**src/rtl/lsu_pkg.sv**
```systemverilog
// Shared encodings for the load/store sequencer: FSM states, access sizes,
// funct3 values and the byte-enable mask helper.
package lsu_pkg;

  localparam logic [1:0] ST_IDLE = 2'd0;
  localparam logic [1:0] ST_BUS  = 2'd1;
  localparam logic [1:0] ST_RESP = 2'd2;
  localparam logic [1:0] ST_EXC  = 2'd3;

  localparam logic [1:0] SZ_B = 2'd0;
  localparam logic [1:0] SZ_H = 2'd1;
  localparam logic [1:0] SZ_W = 2'd2;
  localparam logic [1:0] SZ_D = 2'd3;

  localparam logic [2:0] F3_LB  = 3'b000;
  localparam logic [2:0] F3_LH  = 3'b001;
  localparam logic [2:0] F3_LW  = 3'b010;
  localparam logic [2:0] F3_LD  = 3'b011;
  localparam logic [2:0] F3_LBU = 3'b100;
  localparam logic [2:0] F3_LHU = 3'b101;
  localparam logic [2:0] F3_LWU = 3'b110;
  localparam logic [2:0] F3_SB  = 3'b000;
  localparam logic [2:0] F3_SH  = 3'b001;
  localparam logic [2:0] F3_SW  = 3'b010;
  localparam logic [2:0] F3_SD  = 3'b011;

  // 3'b111 has no load encoding in RV64I
  localparam logic [2:0] F3_LOAD_ILLEGAL = 3'b111;

  function automatic logic [7:0] be_mask(input logic [1:0] size, input logic [2:0] offset);
    logic [7:0] base;
    case (size)
      SZ_B:    base = 8'h01;
      SZ_H:    base = 8'h03;
      SZ_W:    base = 8'h0F;
      default: base = 8'hFF;
    endcase
    return base << offset;
  endfunction

endpackage

```
**src/rtl/lsu_lane_align.sv**
```systemverilog
// Byte-lane steering: store data/byte-enable placement on the way out and
// load data shift plus sign/zero extension on the way back.
module lsu_lane_align
  import lsu_pkg::*;
#(
  parameter int XLEN = 64
) (
  input  logic [1:0]      st_size,
  input  logic [2:0]      st_offset,
  input  logic [XLEN-1:0] st_wdata,
  output logic [7:0]      st_be,
  output logic [XLEN-1:0] st_wdata_sh,
  input  logic [1:0]      ld_size,
  input  logic            ld_unsigned,
  input  logic [2:0]      ld_offset,
  input  logic [XLEN-1:0] ld_rdata,
  output logic [XLEN-1:0] ld_data
);

  logic [XLEN-1:0] ld_sh;

  always_comb begin
    st_be       = be_mask(st_size, st_offset);
    st_wdata_sh = st_wdata << {st_offset, 3'b000};
  end

  always_comb begin
    ld_sh = ld_rdata >> {ld_offset, 3'b000};
    case (ld_size)
      SZ_B:    ld_data = ld_unsigned ? {56'd0, ld_sh[7:0]}
                                     : {{56{ld_sh[7]}}, ld_sh[7:0]};
      SZ_H:    ld_data = ld_unsigned ? {48'd0, ld_sh[15:0]}
                                     : {{48{ld_sh[15]}}, ld_sh[15:0]};
      SZ_W:    ld_data = ld_unsigned ? {32'd0, ld_sh[31:0]}
                                     : {{32{ld_sh[31]}}, ld_sh[31:0]};
      default: ld_data = ld_sh;
    endcase
  end

endmodule

```
**src/rtl/lsu_ctrl.sv**
```systemverilog
// Load/store sequencer: accepts one memory op, drives a registered req/ack
// bus transaction with timeout, and returns extended load data or a fault.
//
// state | meaning
// IDLE  | waiting for a load/store from execute
// BUS   | mem_req asserted, waiting for mem_ack or timeout
// RESP  | wb_valid pulse for a completed load
// EXC   | misaligned or access_fault pulse
module lsu_ctrl
  import lsu_pkg::*;
#(
  parameter int XLEN           = 64,
  parameter int TIMEOUT_CYCLES = 255
) (
  input  logic            clk,
  input  logic            rst_n,
  input  logic            req_valid,
  input  logic            is_load,
  input  logic            is_store,
  input  logic [2:0]      func3,
  input  logic [XLEN-1:0] addr,
  input  logic [XLEN-1:0] wdata,
  input  logic [4:0]      rd,
  output logic            stall,
  output logic            mem_req,
  output logic            mem_we,
  output logic [XLEN-1:0] mem_addr,
  output logic [7:0]      mem_be,
  output logic [XLEN-1:0] mem_wdata,
  input  logic            mem_ack,
  input  logic [XLEN-1:0] mem_rdata,
  output logic            wb_valid,
  output logic [4:0]      wb_rd,
  output logic [XLEN-1:0] wb_data,
  output logic            misaligned,
  output logic            access_fault,
  output logic [XLEN-1:0] fault_addr
);

  localparam int CW = (TIMEOUT_CYCLES > 1) ? $clog2(TIMEOUT_CYCLES + 1) : 1;
  localparam logic [CW-1:0] TO_LIMIT = CW'(TIMEOUT_CYCLES);
  localparam bit TO_EN = (TIMEOUT_CYCLES != 0);

  logic [1:0]      state_q, state_d;
  logic            mem_req_q, mem_req_d;
  logic            mem_we_q, mem_we_d;
  logic [XLEN-1:0] mem_addr_q, mem_addr_d;
  logic [7:0]      mem_be_q, mem_be_d;
  logic [XLEN-1:0] mem_wdata_q, mem_wdata_d;
  logic            wb_valid_q, wb_valid_d;
  logic [4:0]      wb_rd_q, wb_rd_d;
  logic [XLEN-1:0] wb_data_q, wb_data_d;
  logic            misaligned_q, misaligned_d;
  logic            access_fault_q, access_fault_d;
  logic [XLEN-1:0] fault_addr_q, fault_addr_d;
  logic [XLEN-1:0] op_addr_q, op_addr_d;
  logic [2:0]      func3_q, func3_d;
  logic [2:0]      offset_q, offset_d;
  logic            op_load_q, op_load_d;
  logic [CW-1:0]   cnt_q, cnt_d;

  logic            accept;
  logic            op_store;
  logic            illegal;
  logic            misal;
  logic [2:0]      offset;
  logic [1:0]      size;
  logic [CW-1:0]   cnt_nxt;
  logic [7:0]      st_be;
  logic [XLEN-1:0] st_wdata_sh;
  logic [XLEN-1:0] ld_data;

  assign offset   = addr[2:0];
  assign size     = func3[1:0];
  assign op_store = is_store;
  assign accept   = (state_q == ST_IDLE) && req_valid && (is_load || is_store);
  assign cnt_nxt  = cnt_q + CW'(1);

  always_comb begin
    illegal = op_store ? func3[2] : (func3 == F3_LOAD_ILLEGAL);
    case (size)
      SZ_B:    misal = 1'b0;
      SZ_H:    misal = offset[0];
      SZ_W:    misal = |offset[1:0];
      default: misal = |offset;
    endcase
  end

  lsu_lane_align #(.XLEN(XLEN)) u_align (
    .st_size     (size),
    .st_offset   (offset),
    .st_wdata    (wdata),
    .st_be       (st_be),
    .st_wdata_sh (st_wdata_sh),
    .ld_size     (func3_q[1:0]),
    .ld_unsigned (func3_q[2]),
    .ld_offset   (offset_q),
    .ld_rdata    (mem_rdata),
    .ld_data     (ld_data)
  );

  always_comb begin
    state_d        = state_q;
    mem_req_d      = mem_req_q;
    mem_we_d       = mem_we_q;
    mem_addr_d     = mem_addr_q;
    mem_be_d       = mem_be_q;
    mem_wdata_d    = mem_wdata_q;
    wb_valid_d     = 1'b0;
    wb_rd_d        = wb_rd_q;
    wb_data_d      = wb_data_q;
    misaligned_d   = 1'b0;
    access_fault_d = 1'b0;
    fault_addr_d   = fault_addr_q;
    op_addr_d      = op_addr_q;
    func3_d        = func3_q;
    offset_d       = offset_q;
    op_load_d      = op_load_q;
    cnt_d          = cnt_q;

    case (state_q)
      ST_IDLE: begin
        if (accept) begin
          // illegal encoding outranks misalignment
          if (illegal) begin
            state_d        = ST_EXC;
            access_fault_d = 1'b1;
            fault_addr_d   = addr;
          end else if (misal) begin
            state_d      = ST_EXC;
            misaligned_d = 1'b1;
            fault_addr_d = addr;
          end else begin
            state_d     = ST_BUS;
            mem_req_d   = 1'b1;
            mem_we_d    = op_store;
            mem_addr_d  = {addr[XLEN-1:3], 3'b000};
            mem_be_d    = st_be;
            mem_wdata_d = st_wdata_sh;
            wb_rd_d     = rd;
            func3_d     = func3;
            offset_d    = offset;
            op_addr_d   = addr;
            op_load_d   = !op_store;
            cnt_d       = '0;
          end
        end
      end
      ST_BUS: begin
        if (mem_ack) begin
          mem_req_d = 1'b0;
          if (op_load_q) begin
            state_d    = ST_RESP;
            wb_valid_d = 1'b1;
            wb_data_d  = ld_data;
          end else begin
            state_d = ST_IDLE;
          end
        end else if (TO_EN && (cnt_nxt == TO_LIMIT)) begin
          mem_req_d      = 1'b0;
          state_d        = ST_EXC;
          access_fault_d = 1'b1;
          fault_addr_d   = op_addr_q;
        end else begin
          cnt_d = cnt_nxt;
        end
      end
      default: state_d = ST_IDLE;
    endcase
  end

  always_ff @(posedge clk or negedge rst_n) begin
    if (!rst_n) begin
      state_q        <= ST_IDLE;
      mem_req_q      <= 1'b0;
      mem_we_q       <= 1'b0;
      mem_addr_q     <= '0;
      mem_be_q       <= '0;
      mem_wdata_q    <= '0;
      wb_valid_q     <= 1'b0;
      wb_rd_q        <= '0;
      wb_data_q      <= '0;
      misaligned_q   <= 1'b0;
      access_fault_q <= 1'b0;
      fault_addr_q   <= '0;
      op_addr_q      <= '0;
      func3_q        <= '0;
      offset_q       <= '0;
      op_load_q      <= 1'b0;
      cnt_q          <= '0;
    end else begin
      state_q        <= state_d;
      mem_req_q      <= mem_req_d;
      mem_we_q       <= mem_we_d;
      mem_addr_q     <= mem_addr_d;
      mem_be_q       <= mem_be_d;
      mem_wdata_q    <= mem_wdata_d;
      wb_valid_q     <= wb_valid_d;
      wb_rd_q        <= wb_rd_d;
      wb_data_q      <= wb_data_d;
      misaligned_q   <= misaligned_d;
      access_fault_q <= access_fault_d;
      fault_addr_q   <= fault_addr_d;
      op_addr_q      <= op_addr_d;
      func3_q        <= func3_d;
      offset_q       <= offset_d;
      op_load_q      <= op_load_d;
      cnt_q          <= cnt_d;
    end
  end

  assign stall        = accept || (state_q == ST_BUS);
  assign mem_req      = mem_req_q;
  assign mem_we       = mem_we_q;
  assign mem_addr     = mem_addr_q;
  assign mem_be       = mem_be_q;
  assign mem_wdata    = mem_wdata_q;
  assign wb_valid     = wb_valid_q;
  assign wb_rd        = wb_rd_q;
  assign wb_data      = wb_data_q;
  assign misaligned   = misaligned_q;
  assign access_fault = access_fault_q;
  assign fault_addr   = fault_addr_q;

endmodule

```
**config.mk**
```make
export PLATFORM = sky130hd
export DESIGN_NAME = lsu_ctrl
export DESIGN_NICKNAME = d
export VERILOG_FILES = /design/src/rtl/lsu_pkg.sv /design/src/rtl/lsu_lane_align.sv /design/src/rtl/lsu_ctrl.sv
export SDC_FILE = /design/constraint.sdc
export NUM_CORES = 1
export LEC_CHECK = 0
export CORE_AREA = 2 2 187 189
export DETAILED_ROUTE_END_ITERATION = 16
export DIE_AREA = 0 0 189 191
export GPL_TIMING_DRIVEN = 0
export MAX_ROUTING_LAYER = met4
export PLACE_DENSITY_LB_ADDON = 0.3
export RECOVER_POWER = 100
export SLEW_MARGIN = 20
export SYNTH_ARGS = -nofsm -noshare
export SYNTH_HDL_FRONTEND = slang
export SYNTH_SLANG_ARGS = --single-unit
```
**constraint.sdc**
```tcl
create_clock -name clk -period 7.29 [get_ports clk]
set_input_delay 2.187 -clock clk [delete_from_list [all_inputs] [get_ports clk]]
set_output_delay 2.187 -clock clk [all_outputs]
set_load 0.01 [all_outputs]
```
==> results.ini <==
[outcome]
status=finished, violations left
failed_checks=max-capacitance violations, max-slew violations

[grt]
grt_overflow=0
grt_pass1_wl_um=93100
grt_pass1_vias=14800
antenna_found_initial=3
grt_max_degree=88
grt.total_usage_pct=35.4

[setup_path]
rr_startpoint=op_addr_q[2]
crit_type=in -> out
ff2ff_path_depth=8
r2r_slack_ns=4.00
crit_path_end=stall
slowest_stage=dlygate4sd3_1
cp.required_ns=5.10
cp.depth=5
crit_path_cell_trace=clkdlybuf4s50_1 -> nor2_1 -> or3_1 -> nand2_1 -> dlygate4sd3_1
critPathMaxFanout=4
cp-start-kind=input pin
crit_family=buffers and inverters
worst_path_largest_cell_delay_ns=0.68
cp.buffers_inverters=2
crit_path_end_kind=output pin
critPathLaunch=is_store
cp.arrival_ns=3.95
rr_endpoint=wb_data[56]

[route]
drt-total-wl_um=63100
drt-vias-per-instance=5.82
routedWlPerCell_um=25.1
vias=14600
drc=0
drt_iter0_drc=1256
dr.pass1.iters=5
postRouteAntennaNets=0

[layout]
nets=2234
seqCellArea_sq_um=7210
instances_no_fill=2511
final_cell_mix=nand2_1, dfrtp_1, dlygate4sd3_1
area_delta_synth_final_pct=42.4
multi_input_area_sq_um=7470
final.fill_count=2813
drive_above_1_share_pct=14.1
mostFrequentLayoutCell=nand2_1

[clock_tree]
clk_latency_ns=0.52
postCtsHoldBufs=0
post_cts_resized=0
cts_root_buf=clkbuf_16
post_cts_buffers=0
numCtsBuffers=35
cts_tree=done
clkTransAtPathRegs_ns=0.06
cts-htree-levels=2
cts_buffer_depth=3
cts.sinks=288

[sta]
period_share_pct=84.2
max_freq_mhz=163
slew_headroom_pct=-106
slew_violations=122
hold_viol_final=0
whs_ns=0.457
rsz0062_at_grt=false
skew_ns=0.0152
setup_ws_ns=1.15
tightest_slew_ns=3.09
fin_crit_ns=6.14
finalSetupTns_ns=0
finalSetupViolCount=0

[floorplanning]
chipWidth_um=189
dieHeight_um=191
dieArea_sq_um=36100
ios=481
initial_core_util_pct=44.8
coreArea_sq_um=34100
num_rows=68

[place]
port_buffers=474
dpl.cell_count=2444
detailed_place_hpwl_um=48400
gp_congestion=0.997
place_ws_ns=1.25

[synthesis]
synth-seq-cells=288
synth-edff-count=0
yosys_warnings=0
synth_cells=1510
synthDistinctLibCells=61
ys_seq_area_share_pct=47.2
ys.flop_type=dfrtp_1
synth-async-reset-ratio_pct=100
syn_area_sq_um=15300
syn_avg_cell_area_sq_um=10.1

[flow_run]
maxCapViolations=2

[power]
pwr_density_cell_nw_per_um2=414
ir_drop_uv=247
leakagePower_uw=0.00966

[hold_path]
hp-class=reg -> reg

-- cell families (layout without fill, tap and decap cells) --
group           count (synthesis)  count (layout)  share of synthesized area [%]
simple gates                  478             478                           13.0
compound gates                323             323                           13.2
flops                         288             288                           47.2
other cells                     1               7                         0.0246
fa+ha+maj                       2               2                          0.164
xor+xnor                        3               3                          0.172
mux                           275             275                           22.3
buf+inv                       140             680                           3.87
-- cell type report --
class / count / area share, %
diodes: 4 / 0.0460
repair buffers: 477 / 22.1
clock inverters: 18 / 0.765
flip-flops and latches: 288 / 33.1
clock buffers: 45 / 4.48
well taps: 455 / 2.62
inverters: 16 / 0.276
multi-input cells: 1084 / 34.3
plain buffers: 124 / 2.28
-- worst min-delay path by stage --
stage | cells past startpoint | from | slack (ns) | end
6_report | 2 | wb_data[25] | 0.46 | wb_data[25]
5_1_grt | 1 | mem_be[2] | 0.49 | mem_be[2]
4_1_cts | 2 | wb_data[25] | 0.47 | wb_data[25]
3_5_place_dp | 2 | wb_data[25] | 0.46 | wb_data[25]
3_3_place_gp | 2 | wb_data[25] | 0.45 | wb_data[25]
2_1_floorplan | 2 | op_load_q | 0.46 | op_load_q
-- where the power goes --
group / switching (uW) / internal [uW] / total, uW
logic: 2330 / 2090 / 4420
clock network: 712 / 1020 / 1740
registers: 510 / 2350 / 2860
total: 3550 / 5460 / 9010
-- sequential cells by signal, summed over array words and instances, names as in the netlist --
signal and cells:
access_fault 1, cnt_q 8, fault_addr 64, func3_q 3
mem_addr 1, mem_be 8, mem_req 1, mem_wdata 64
mem_we 1, misaligned 1, op_addr_q 63, op_load_q 1
state_q 2, wb_data 64, wb_rd 5, wb_valid 1
-- worst register-to-register path, cell delays in order (launching register included) --
cell	delay (ns)
dfrtp_1	0.32
clkbuf_1	0.28
mux4_2	0.61
a22o_1	0.32
a311o_1	0.36
clkbuf_1	0.22
nor2_1	0.38
clkbuf_1	0.50
a21oi_1	0.15
-- cells in the mapped netlist, types with 15 or more instances --
library cell | instances | area, sq um
nand2_1 | 332 | 1250
dfrtp_1 | 288 | 7210
mux2_2 | 173 | 1950
o21ai_0 | 112 | 561
a21oi_1 | 82 | 410
clkbuf_1 | 77 | 289
mux2i_1 | 67 | 671
nor2_1 | 66 | 248
mux4_2 | 35 | 788
buf_2 | 22 | 110
a211oi_1 | 21 | 158
buf_1 | 18 | 67.6
o31ai_1 | 18 | 135
a22oi_1 | 17 | 128
nor2b_1 | 16 | 100
nand3_1 | 15 | 75.1
-- per-layer routing --
metal  vias up  global-route usage [%]  part of all wire, %
li1       6398                       -                    -
met1      7229                    42.9                   39
met2       800                    57.4                   48
met3       180                    6.39                  7.7
met4         0                    17.1                  5.5
met5         -                       -                    0
-- stage by stage --
stage	utilization (%)	total power [uW]	instance area, sq um
CTS	64.0	9340	21800
floorplan	-	5030	15300
global placement	60.4	7480	20600
detailed placement	60.6	7560	20700
global route	63.7	9470	21700
finish	63.7	9010	21700
Note: power is estimated with default switching activity, not from simulation.
